==> src/rtl/hamming_secded_serial_decoder.sv <==
`default_nettype none
// ============================================================================
// Module  : hamming_secded_serial_decoder
// Purpose : Serial extended-Hamming decoder with a one-entry result buffer,
//           overrun pulse and saturating error statistics.
// Revision: 1.0  initial release
// ============================================================================
module hamming_secded_serial_decoder #(
    parameter int DATA_W = 4,
    parameter int PAR_W  = 3,
    parameter int SECDED = 1,
    parameter int CNT_W  = 8
) (
    input  logic              clk,
    input  logic              rst_n,
    input  logic              ena,
    input  logic              sync_clr,
    input  logic              bit_in,
    input  logic              bit_valid,
    output logic [DATA_W-1:0] data_out,
    output logic              out_valid,
    input  logic              out_ready,
    output logic              err_corrected,
    output logic              err_uncorrectable,
    output logic              overrun,
    output logic [CNT_W-1:0]  corr_count,
    output logic [CNT_W-1:0]  uncorr_count
);
    localparam int N     = DATA_W + PAR_W;
    localparam int CW_W  = N + SECDED;
    localparam int OFF   = (SECDED != 0) ? 0 : 1;
    localparam int IDX_W = (CW_W > 1) ? $clog2(CW_W) : 1;
    localparam logic [IDX_W-1:0] LAST_IDX = IDX_W'(CW_W - 1);
    localparam logic [CNT_W-1:0] CNT_MAX  = '1;

    // Codeword position carrying data bit k (non-power-of-two positions).
    function automatic int data_pos(input int k);
        int cnt;
        int pos;
        cnt = 0;
        pos = 0;
        for (int p = 1; p <= N; p++) begin
            if ((p & (p - 1)) != 0) begin
                if (cnt == k) pos = p;
                cnt++;
            end
        end
        return pos;
    endfunction

    logic [IDX_W-1:0]  idx_q, idx_d;
    logic [CW_W-1:0]   cw_q, cw_d;
    logic              req_q, req_d;
    logic [DATA_W-1:0] data_q, data_d;
    logic              valid_q, valid_d;
    logic              corr_q, corr_d;
    logic              uncorr_q, uncorr_d;
    logic              ovr_q, ovr_d;
    logic [CNT_W-1:0]  corr_cnt_q, corr_cnt_d;
    logic [CNT_W-1:0]  uncorr_cnt_q, uncorr_cnt_d;

    logic [PAR_W-1:0]  w_syn;
    logic              w_syn_hit;
    logic              w_par;
    logic              w_is_corr;
    logic              w_is_uncorr;
    logic [DATA_W-1:0] w_data_raw;
    logic [DATA_W-1:0] w_data_fix;

    // cw_q[i] holds codeword position i+OFF.
    assign w_par = (SECDED != 0) ? (^cw_q) : 1'b0;

    always_comb begin
        w_syn = '0;
        for (int i = 1; i <= N; i++) begin
            if (cw_q[i-OFF]) w_syn = w_syn ^ i[PAR_W-1:0];
        end
        // Syndromes above N point outside the codeword.
        w_syn_hit = 1'b0;
        for (int i = 0; i <= N; i++) begin
            if (w_syn == i[PAR_W-1:0]) w_syn_hit = 1'b1;
        end
        if (SECDED != 0) begin
            w_is_corr   = w_par && w_syn_hit;
            w_is_uncorr = (w_par && !w_syn_hit) || (!w_par && (w_syn != '0));
        end else begin
            w_is_corr   = (w_syn != '0) && w_syn_hit;
            w_is_uncorr = !w_syn_hit;
        end
    end

    for (genvar k = 0; k < DATA_W; k++) begin : g_data
        localparam int DP = data_pos(k);
        assign w_data_raw[k] = cw_q[DP-OFF];
        assign w_data_fix[k] = cw_q[DP-OFF] ^ (w_is_corr && (w_syn == PAR_W'(DP)));
    end

    always_comb begin
        idx_d        = idx_q;
        cw_d         = cw_q;
        req_d        = 1'b0;
        data_d       = data_q;
        valid_d      = valid_q;
        corr_d       = corr_q;
        uncorr_d     = uncorr_q;
        ovr_d        = 1'b0;
        corr_cnt_d   = corr_cnt_q;
        uncorr_cnt_d = uncorr_cnt_q;

        if (sync_clr) begin
            idx_d = '0;
            cw_d  = '0;
        end else if (ena && bit_valid) begin
            for (int i = 0; i < CW_W; i++) begin
                if (idx_q == i[IDX_W-1:0]) cw_d[i] = bit_in;
            end
            if (idx_q == LAST_IDX) begin
                idx_d = '0;
                req_d = 1'b1;
            end else begin
                idx_d = idx_q + 1'b1;
            end
        end

        if (req_q) begin
            if (!valid_q || out_ready) begin
                data_d   = w_is_uncorr ? w_data_raw : w_data_fix;
                corr_d   = w_is_corr;
                uncorr_d = w_is_uncorr;
                valid_d  = 1'b1;
            end else begin
                ovr_d = 1'b1;
            end
            if (w_is_corr && (corr_cnt_q != CNT_MAX))
                corr_cnt_d = corr_cnt_q + 1'b1;
            if (w_is_uncorr && (uncorr_cnt_q != CNT_MAX))
                uncorr_cnt_d = uncorr_cnt_q + 1'b1;
        end else if (valid_q && out_ready) begin
            valid_d = 1'b0;
        end
    end

    always_ff @(posedge clk or negedge rst_n) begin
        if (!rst_n) begin
            idx_q        <= '0;
            cw_q         <= '0;
            req_q        <= 1'b0;
            data_q       <= '0;
            valid_q      <= 1'b0;
            corr_q       <= 1'b0;
            uncorr_q     <= 1'b0;
            ovr_q        <= 1'b0;
            corr_cnt_q   <= '0;
            uncorr_cnt_q <= '0;
        end else begin
            idx_q        <= idx_d;
            cw_q         <= cw_d;
            req_q        <= req_d;
            data_q       <= data_d;
            valid_q      <= valid_d;
            corr_q       <= corr_d;
            uncorr_q     <= uncorr_d;
            ovr_q        <= ovr_d;
            corr_cnt_q   <= corr_cnt_d;
            uncorr_cnt_q <= uncorr_cnt_d;
        end
    end

    assign data_out          = data_q;
    assign out_valid         = valid_q;
    assign err_corrected     = corr_q;
    assign err_uncorrectable = uncorr_q;
    assign overrun           = ovr_q;
    assign corr_count        = corr_cnt_q;
    assign uncorr_count      = uncorr_cnt_q;

endmodule
`default_nettype wire

==> config.mk <==
export PLATFORM = sky130hd
export DESIGN_NAME = hamming_secded_serial_decoder
export DESIGN_NICKNAME = d
export VERILOG_FILES = /design/src/rtl/hamming_secded_serial_decoder.sv
export SDC_FILE = /design/constraint.sdc
export NUM_CORES = 1
export LEC_CHECK = 0
export ABC_AREA = 1
export CAP_MARGIN = 20
export CORE_ASPECT_RATIO = 0.6
export CORE_MARGIN = 4
export CORE_UTILIZATION = 35
export DETAILED_ROUTE_END_ITERATION = 10
export SETUP_SLACK_MARGIN = 0.1
export SLEW_MARGIN = 20
export SYNTH_ARGS = -nofsm -noshare
export SYNTH_HDL_FRONTEND = slang
export SYNTH_SLANG_ARGS = --single-unit
==> constraint.sdc <==
create_clock -name clk -period 1.5 [get_ports clk]
set_input_delay 0.15 -clock clk [delete_from_list [all_inputs] [get_ports clk]]
set_output_delay 0.15 -clock clk [all_outputs]
set_load 0.005 [all_outputs]
---- Word level (Yosys, flattened, before mapping) ----
Cells that the tools add are included.
W data, S select, Z words.
storage, ports and cells
  output and inout port bits .............. 24
  input bits .............................. 7
  register bits ........................... 36
  word-level logic and storage cells ...... 126
operators by class
  add/subtract/negate cells ............... 3
  eq/ne operators ......................... 17
  mux-type cells .......................... 37
  reduce and logical (&&, ||, !) cells .... 42
  bitwise operators ....................... 10
operator list
  operator               count
  $mux W1                25
  $eq A3 B3 Y1 const B   8
  $reduce_and A2 Y1      12
  $mux W3                7
  $reduce_bool A2 Y1     10
  $add A8 B1 Y8 const B  2
  $mux W8                2
  $ne A8 B8 Y1 const B   2
  $eq A3 B2 Y1 const B   4
  $logic_and A1 B1 Y1    11
  $reduce_xor A8 Y1      1
  $eq A3 B1 Y1 const B   2
  $logic_not A3 Y1       2
  $not A2 Y2             3
  $mux W2                2
  $mux W4                1
  $xor A1 B1 Y1          4
  $add A3 B1 Y3 const B  1
  $logic_not A1 Y1       3
  $not A3 Y3             1
  $reduce_bool A3 Y1     1
  $logic_or A1 B1 Y1     2
  $ne A2 B1 Y1 const B   1
  $not A1 Y1 const A     2

---- Longest topological paths before layout ----
Gate-level depths: netlist of run 1.
  depth in word-level cells ............... 25
  gate-level depth with buffers ........... 11
  depth with buffers taken out ............ 11

---- Least setup slack after synthesis of run 1 ----
Ideal clock, no wire load.
  path kind ............................... reg-to-reg
  from .................................... register corr_cnt_q[0] (netlist: corr_count[0])
  to ...................................... register corr_cnt_q[0] (netlist: corr_count[0])
  setup slack ............................. -0.002 ns
  clock period less this slack ............ 1.502 ns
  arrival ................................. 1.378 ns
  cell stages (with the launch flop) ...... 7
  data required time ...................... 1.375 ns
  setup time .............................. 0.125 ns
  buffers on the path ..................... 0
  path through ............................ dfrtp_1 > ha_1 > nand3_1 > nor4_1 > nor2_1 > nand2_4 > xnor2_1
between the ends
  word-level cells in the longest chain between the ends .. 3
  elaborated cells on any way between the ends .. 4
  those cells by class .................... 1 x add/sub; 1 x eq/ne; 2 x reduce/logical
ends and longest elaborated chain
  what                                                   RTL line  text
  start: declaration                                     59        logic [CNT_W-1:0] corr_cnt_q, corr_cnt_d;
  start signal: assignment                               164       corr_cnt_q <= corr_cnt_d;
  branches (longest 3 deep; another with $add A8 B1 Y8)  --
Several ways; the timed one is not identified.
A chain may end at the register's enable or synchronous reset.

---- Worst setup path after layout of run 1 ----
  from .................................... register cw_q[7]
  to ...................................... register corr_cnt_q[4] (netlist: corr_count[4])
between the ends
  word-level cells in the longest chain between the ends .. 13
  elaborated cells on any way between the ends .. 21
  those cells by class .................... 7 x eq/ne; 9 x mux; 5 x reduce/logical
ends and longest elaborated chain
  what                                    RTL line  text
  start: declaration                      52        logic [CW_W-1:0] cw_q, cw_d;
  start signal: assignment                157       cw_q <= cw_d;
  $mux W3                                 76        if (cw_q[i-OFF]) w_syn = w_syn ^ i[PAR_W-1:0];
  $logic_not A3 Y1                        81        if (w_syn == i[PAR_W-1:0]) w_syn_hit = 1'b1;
  $mux W1 (8 in series)                   81
  $logic_and A1 B1 Y1 (*)                 84        w_is_corr = w_par && w_syn_hit;
  $logic_and A1 B1 Y1 (*)                 134       if (w_is_corr && (corr_cnt_q != CNT_MAX))
  $reduce_and A2 Y1 (no source line) (*)  --
Every way passes the cells marked *; elsewhere a longest branch is shown, timed or not.

==> flow_summary.json, run 1 <==
{
  "run_status": "finished, violations left",
  "violations_in_the_final_reports": "setup timing",
  "netlist.top_cell.by_area": "sky130_fd_sc_hd__dfrtp_1",
  "synth_to_layout_area_growth_pct": 52.5,
  "ys_warn_count": 0,
  "tritoncts_clock_tree": "built",
  "io_buffer_count": 30,
  "worstSetupPathType": "reg2reg",
  "synth_area_per_cell_um2": 7.72,
  "worst-slew-pin-transition_ns": 0.472,
  "finalWeightedCongestion": 0.901,
  "netlist_top_cells_area": "sky130_fd_sc_hd__dfrtp_1, sky130_fd_sc_hd__nand2_1, sky130_fd_sc_hd__nand3_1, sky130_fd_sc_hd__ha_1, sky130_fd_sc_hd__inv_1",
  "maximum_number_of_pins_on_one_net_before_global_route_repair": 37,
  "final.setup.worst_slack_ns": -0.0397,
  "post_synth_num_cell_types": 26,
  "vias": 2119,
  "post_synth_most_frequent_cells": "sky130_fd_sc_hd__nand2_1, sky130_fd_sc_hd__dfrtp_1, sky130_fd_sc_hd__inv_1",
  "antenna_found_initial": 0,
  "hold_viol_final": 0,
  "worst-endpoint-arrival_ns": 1.76,
  "detailedPlace.worstSlack_ns": -0.118,
  "ctsHtreeMaxLevel": 2,
  "starting_density_of_the_core_pct": 37.2,
  "core.rowCount": 21,
  "syn-instance-count": 276,
  "ys_seq_elements": 36,
  "detail_route.vias_per_cell": 4.85,
  "synth.cell_area_mm2": 0.00213,
  "area_of_the_die_mm2": 0.00745,
  "die_y_um": 68.5,
  "synth_enable_flop_cells": 0,
  "worstHoldPathType": "in2async",
  "end_kind": "flip-flop",
  "synth_sequential_area_ratio_pct": 42.3,
  "max_freq_ghz": 0.649,
  "hold-worst-slack_ns": 0.439,
  "p_leak_nw": 1.75,
  "library_cell_with_the_highest_instance_count_after_synthesis": "sky130_fd_sc_hd__nand2_1",
  "die_w_um": 109,
  "yosys.area.top_type_share_pct": 42.3,
  "cts.root.buffer_cell": "sky130_fd_sc_hd__clkbuf_8",
  "first_pass_grt_wire_length_mm": 9.58,
  "detail_route.iter0.violations": 99,
  "clock-skew-final_ns": 0.00853,
  "slew_viol_final": 0,
  "boundaryPins": 31,
  "ir_worst_vdd_uv": 462,
  "layout-drive-gt1-share_pct": 32.8,
  "worstPathMaxFanout": 5,
  "maxCapViolCount": 0,
  "wirelength_mm": 6.03,
  "dp.final_hpwl_mm": 4.13,
  "route.detailed.wl_per_inst_um": 13.8,
  "clock_path_buffers": 2,
  "clk_transition_reported_paths_ns": 0.07,
  "floorplan.core_area_mm2": 0.00573,
  "tritoncts.num_buffers": 5,
  "post_route_drc": 0,
  "post-route-min-period_ns": 1.54,
  "grt_setup_unrepaired": "true",
  "antenna_violating_nets_post_route": 0,
  "setup_viol_count_final": 8,
  "drt_first_pass_iters": 4,
  "multi_input_area_mm2": 0.00135,
  "global_route.overflow_total": 0,
  "finalNetCount": 372,
  "async_reset_ff_share_pct": 100,
  "n_fill_cell": 534,
  "grt_pass1_vias": 1985,
  "layout_worst_path_cycle_share_pct": 103,
  "mappedNetlistNets": 291,
  "clock_insertion_delay_worst_skew_ns": 0.28,
  "num_antenna_cells": 0,
  "slew_headroom_pct": 68.6,
  "critPathLaunchType": "flip-flop",
  "pwr_per_cell_area_mw_per_mm2": 754,
  "timing.critical_path.required_ns": 1.72,
  "synth_ff_type": "sky130_fd_sc_hd__dfrtp_1",
  "total_power_mw": 2.45,
  "total_negative_setup_slacks_ns": -0.145,
  "sequential_cell_area_um2": 908,
  "clock_sinks": 36,
  "grtUsageTotal_pct": 16.8
}
[cell type report]
| cell class | instances | share of cell area [%] |
|---|---|---|
| tap | 80 | 3.08 |
| inverter | 32 | 3.93 |
| multi-input combinational | 207 | 41.4 |
| sequential | 36 | 27.9 |
| clock inverter | 1 | 0.154 |
| timing repair buffer | 75 | 21.2 |
| clock buffer | 6 | 2.23 |
[worst max-delay path: stages, from the launching register on]
cell and delay [ns]:
sky130_fd_sc_hd__dfrtp_2 0.47, sky130_fd_sc_hd__inv_4 0.10, sky130_fd_sc_hd__nand2_2 0.06, sky130_fd_sc_hd__nand2_4 0.09, sky130_fd_sc_hd__nand2_4 0.07, sky130_fd_sc_hd__nand2_8 0.10, sky130_fd_sc_hd__nand2_4 0.06, sky130_fd_sc_hd__buf_6 0.12
sky130_fd_sc_hd__nand2_8 0.10, sky130_fd_sc_hd__buf_12 0.11, sky130_fd_sc_hd__nand3_1 0.10, sky130_fd_sc_hd__nand2_1 0.09
[layer usage]
layer,part of all wire (%),up-vias,track usage (%)
met5,0,-,0
met4,1.1,0,1.89
met3,4.1,8,4.24
met2,43,47,25.3
met1,52,1007,24.8
li1,-,1057,-
[kinds of logic after synthesis]
logic type               after synthesis  synth area share (%)
adder cells (fa/ha/maj)                8                  4.70
AO/OA/AOI/OAI                         23                  6.04
AND/OR/NAND/NOR                      163                  35.7
XOR/XNOR                              12                  4.93
buffers and inverters                 34                  6.34
flip-flops                            36                  42.3
[through the flow]
stage	cells	utilization, %	area (µm²)
5_1_grt	437	56.7	3250
3_3_place_gp	411	47.8	2740
4_1_cts	428	52.6	3010
2_1_floorplan	276	-	2140
3_5_place_dp	411	47.8	2740
6_report	437	56.7	3250
[final timing paths]
check	startpoint	to	slack (ns)	cells after the start
setup reg to reg	cw_q[7]$_DFFE_PN0P_	corr_count[4]$_DFFE_PN0P_	-0.04	11
hold / removal	rst_n	idx_q[0]$_DFFE_PN0P_	0.44	3
setup / recovery	cw_q[7]$_DFFE_PN0P_	corr_count[4]$_DFFE_PN0P_	-0.04	11
hold reg to reg	data_out[1]$_DFFE_PN0P_	data_out[1]$_DFFE_PN0P_	0.49	2
min in group clk	data_out[1]$_DFFE_PN0P_	data_out[1]$_DFFE_PN0P_	0.49	2
max in group asynchronous	rst_n	cw_q[3]$_DFFE_PN0P_	0.70	3
[cells in the final DEF, fill, tap and decap left out, types with 6 or more instances in the layout]
cell type	n
sky130_fd_sc_hd__xor2_1	7
sky130_fd_sc_hd__nand2_2	18
sky130_fd_sc_hd__inv_2	7
sky130_fd_sc_hd__clkdlybuf4s50_1	14
sky130_fd_sc_hd__nand2_1	79
sky130_fd_sc_hd__nand4_1	14
sky130_fd_sc_hd__dfrtp_1	30
sky130_fd_sc_hd__ha_1	6
sky130_fd_sc_hd__nand2_4	10
sky130_fd_sc_hd__o21ai_0	13
sky130_fd_sc_hd__buf_4	34
sky130_fd_sc_hd__buf_6	8
sky130_fd_sc_hd__nand3_1	18
sky130_fd_sc_hd__dlygate4sd2_1	10
sky130_fd_sc_hd__inv_1	21
sky130_fd_sc_hd__dfrtp_2	6
[report_power, final]
group          switching (mW)  total, mW  internal (mW)
combinational           0.446      0.772          0.326
sequential             0.0369       1.04          0.999
clock                   0.328      0.644          0.316
total                   0.811       2.45           1.64
[registers in the layout (all words and copies together), names as in the netlist]
signal	count
corr_count	8
cw_q	8
data_out	4
err_corrected	1
err_uncorrectable	1
idx_q	3
out_valid	1
overrun	1
req_q	1
uncorr_count	8
[repair_timing]
item	CTS	global route
setup buffers	8	9
endpoints found under the setup margin	34	30
endpoints found under the hold margin	36	0
resized for setup	44	49
pin swaps	24	21
hold buffers	1	0
gates cloned	1	0
Power figures use the tool's default switching activity.
==> inputs of run 2 (changes only) <==
==> constraint.sdc (replaced) <==
create_clock -name clk -period 1.6 [get_ports clk]
set_input_delay 0.16 -clock clk [delete_from_list [all_inputs] [get_ports clk]]
set_output_delay 0.16 -clock clk [all_outputs]
set_load 0.01 [all_outputs]
==> flow_summary.json, run 2 (synthesized netlist as in run 1, its figures left out) <==
{
  "post_route_drc": 0,
  "starting_density_of_the_core_pct": 37.2,
  "p_leak_nw": 1.57,
  "slew_headroom_pct": 79.7,
  "ctsHtreeMaxLevel": 2,
  "setup_viol_count_final": 0,
  "clock_sinks": 36,
  "run_status": "completed",
  "wirelength_mm": 5.56,
  "worstHoldPathType": "in2async",
  "hold-worst-slack_ns": 0.355,
  "layout.cells.most_common_list": "sky130_fd_sc_hd__nand2_1, sky130_fd_sc_hd__dfrtp_1, sky130_fd_sc_hd__clkdlybuf4s50_1, sky130_fd_sc_hd__inv_1",
  "worstPathMaxFanout": 8,
  "detailedPlace.worstSlack_ns": -0.0272,
  "floorplan.core_area_mm2": 0.00573,
  "num_antenna_cells": 0,
  "finalWeightedCongestion": 0.914,
  "worst-slew-pin-transition_ns": 0.302,
  "cts.root.buffer_cell": "sky130_fd_sc_hd__clkbuf_8",
  "grt_pass1_vias": 1893,
  "antenna_violating_nets_post_route": 0,
  "first_pass_grt_wire_length_mm": 9.16,
  "maximum_number_of_pins_on_one_net_before_global_route_repair": 37,
  "tritoncts.num_buffers": 5,
  "worst-endpoint-arrival_ns": 1.72,
  "hold_viol_final": 0,
  "worstSetupPathType": "reg2reg",
  "global_route.overflow_total": 0,
  "end_kind": "flip-flop",
  "clock-skew-final_ns": 0.00591,
  "layout_worst_path_cycle_share_pct": 95.9,
  "finalNetCount": 351,
  "clock_path_buffers": 2,
  "layout-drive-gt1-share_pct": 27.1,
  "max_freq_ghz": 0.652,
  "slew_viol_final": 0,
  "detail_route.vias_per_cell": 4.78,
  "boundaryPins": 31,
  "detail_route.iter0.violations": 75,
  "final.setup.worst_slack_ns": 0.0662,
  "clk_transition_reported_paths_ns": 0.07,
  "core.rowCount": 21,
  "timing.critical_path.required_ns": 1.79,
  "antenna_found_initial": 0,
  "mostFrequentLayoutCell": "sky130_fd_sc_hd__nand2_1",
  "clock_insertion_delay_worst_skew_ns": 0.29,
  "grtUsageTotal_pct": 16.1,
  "area_of_the_die_mm2": 0.00745,
  "post-route-min-period_ns": 1.53,
  "die_w_um": 109,
  "die_y_um": 68.5,
  "synth_to_layout_area_growth_pct": 42.8,
  "drt_first_pass_iters": 4,
  "pwr_per_cell_area_mw_per_mm2": 766,
  "maxCapViolCount": 0,
  "regToRegSetupSlack_ns": 0.07,
  "ir_worst_vdd_uv": 344,
  "tritoncts_clock_tree": "built",
  "io_buffer_count": 30,
  "grt_setup_unrepaired": "true",
  "dp.final_hpwl_mm": 4.01,
  "critPathLaunchType": "flip-flop",
  "route.detailed.wl_per_inst_um": 13.4,
  "vias": 1990
}
run 2: changes by cell type in the layout (fill, tap and decap cells not counted), sizes merged:
cell	previous run	this run
nand2	111	110
dlygate4sd2	10	0
clkbuf	6	7
dlymetal6s2s	5	4
clkinv	2	1
buf	45	25
clkdlybuf4s50	14	25
run 2: metal layers:
layer | routed length [µm] | GRT usage, %
met5 | 0 | 0
met4 | 57 | 4.41
met3 | 204 | 5.09
met2 | 2370 | 22.5
met1 | 2930 | 23.7
run 2: report_power, final:
part,switching [mW],internal (mW)
combinational,0.378,0.263
clock,0.340,0.384
sequential,0.0316,0.937
total,0.750,1.58
run 2: stage by stage:
stage / setup TNS (ns) / cells / cell area [µm²] / util, % / power, mW
after floorplan: 0 / 276 / 2140 / - / 1.30
after global placement: 0 / 395 / 2630 / 45.9 / 1.44
after detailed placement: -0.109 / 395 / 2630 / 45.9 / 1.45
after CTS: 0 / 410 / 2830 / 49.5 / 2.21
after global routing: -0.312 / 416 / 3050 / 53.2 / 2.45
final: 0 / 416 / 3050 / 53.2 / 2.33
run 2: worst max-delay path, stage by stage, from the launching register on:
cell,delay (ns)
sky130_fd_sc_hd__dfrtp_2,0.46
sky130_fd_sc_hd__inv_4,0.10
sky130_fd_sc_hd__nand2_1,0.07
sky130_fd_sc_hd__nand2_2,0.08
sky130_fd_sc_hd__nand2_2,0.07
sky130_fd_sc_hd__nand2_4,0.11
sky130_fd_sc_hd__nor2_4,0.07
sky130_fd_sc_hd__nor2_4,0.16
sky130_fd_sc_hd__nand3_4,0.15
sky130_fd_sc_hd__nand2_2,0.11
sky130_fd_sc_hd__nand2_2,0.04
run 2: timing repair:
| item | in CTS | in global routing |
|---|---|---|
| hold buffers | 1 | 0 |
| endpoints found under the setup margin | 19 | 28 |
| pin swaps | 6 | 19 |
| buffers inserted | 7 | 5 |
| gates resized for setup | 15 | 44 |
| hold endpoints to repair | 36 | 0 |
| gates cloned | 0 | 1 |
run 2: final cells by class:
cell class / instances / area, µm²
multi-input combinational: 206 / 1260
clock buffer: 7 / 96.3
fill: 554 / 2680
sequential: 36 / 912
tap: 80 / 100
inverter: 32 / 125
timing repair buffer: 55 / 548
run 2: final timing paths:
check	startpoint	to	depth (start not counted)
worst min register to register	data_out[1]$_DFFE_PN0P_	data_out[1]$_DFFE_PN0P_	2
max in group asynchronous	rst_n	uncorr_count[6]$_DFFE_PN0P_	3
min in group clk	data_out[1]$_DFFE_PN0P_	data_out[1]$_DFFE_PN0P_	2
worst min-delay path	rst_n	idx_q[0]$_DFFE_PN0P_	3
worst max-delay path	cw_q[7]$_DFFE_PN0P_	uncorr_count[5]$_DFFE_PN0P_	10
worst max register to register	cw_q[7]$_DFFE_PN0P_	uncorr_count[5]$_DFFE_PN0P_	10
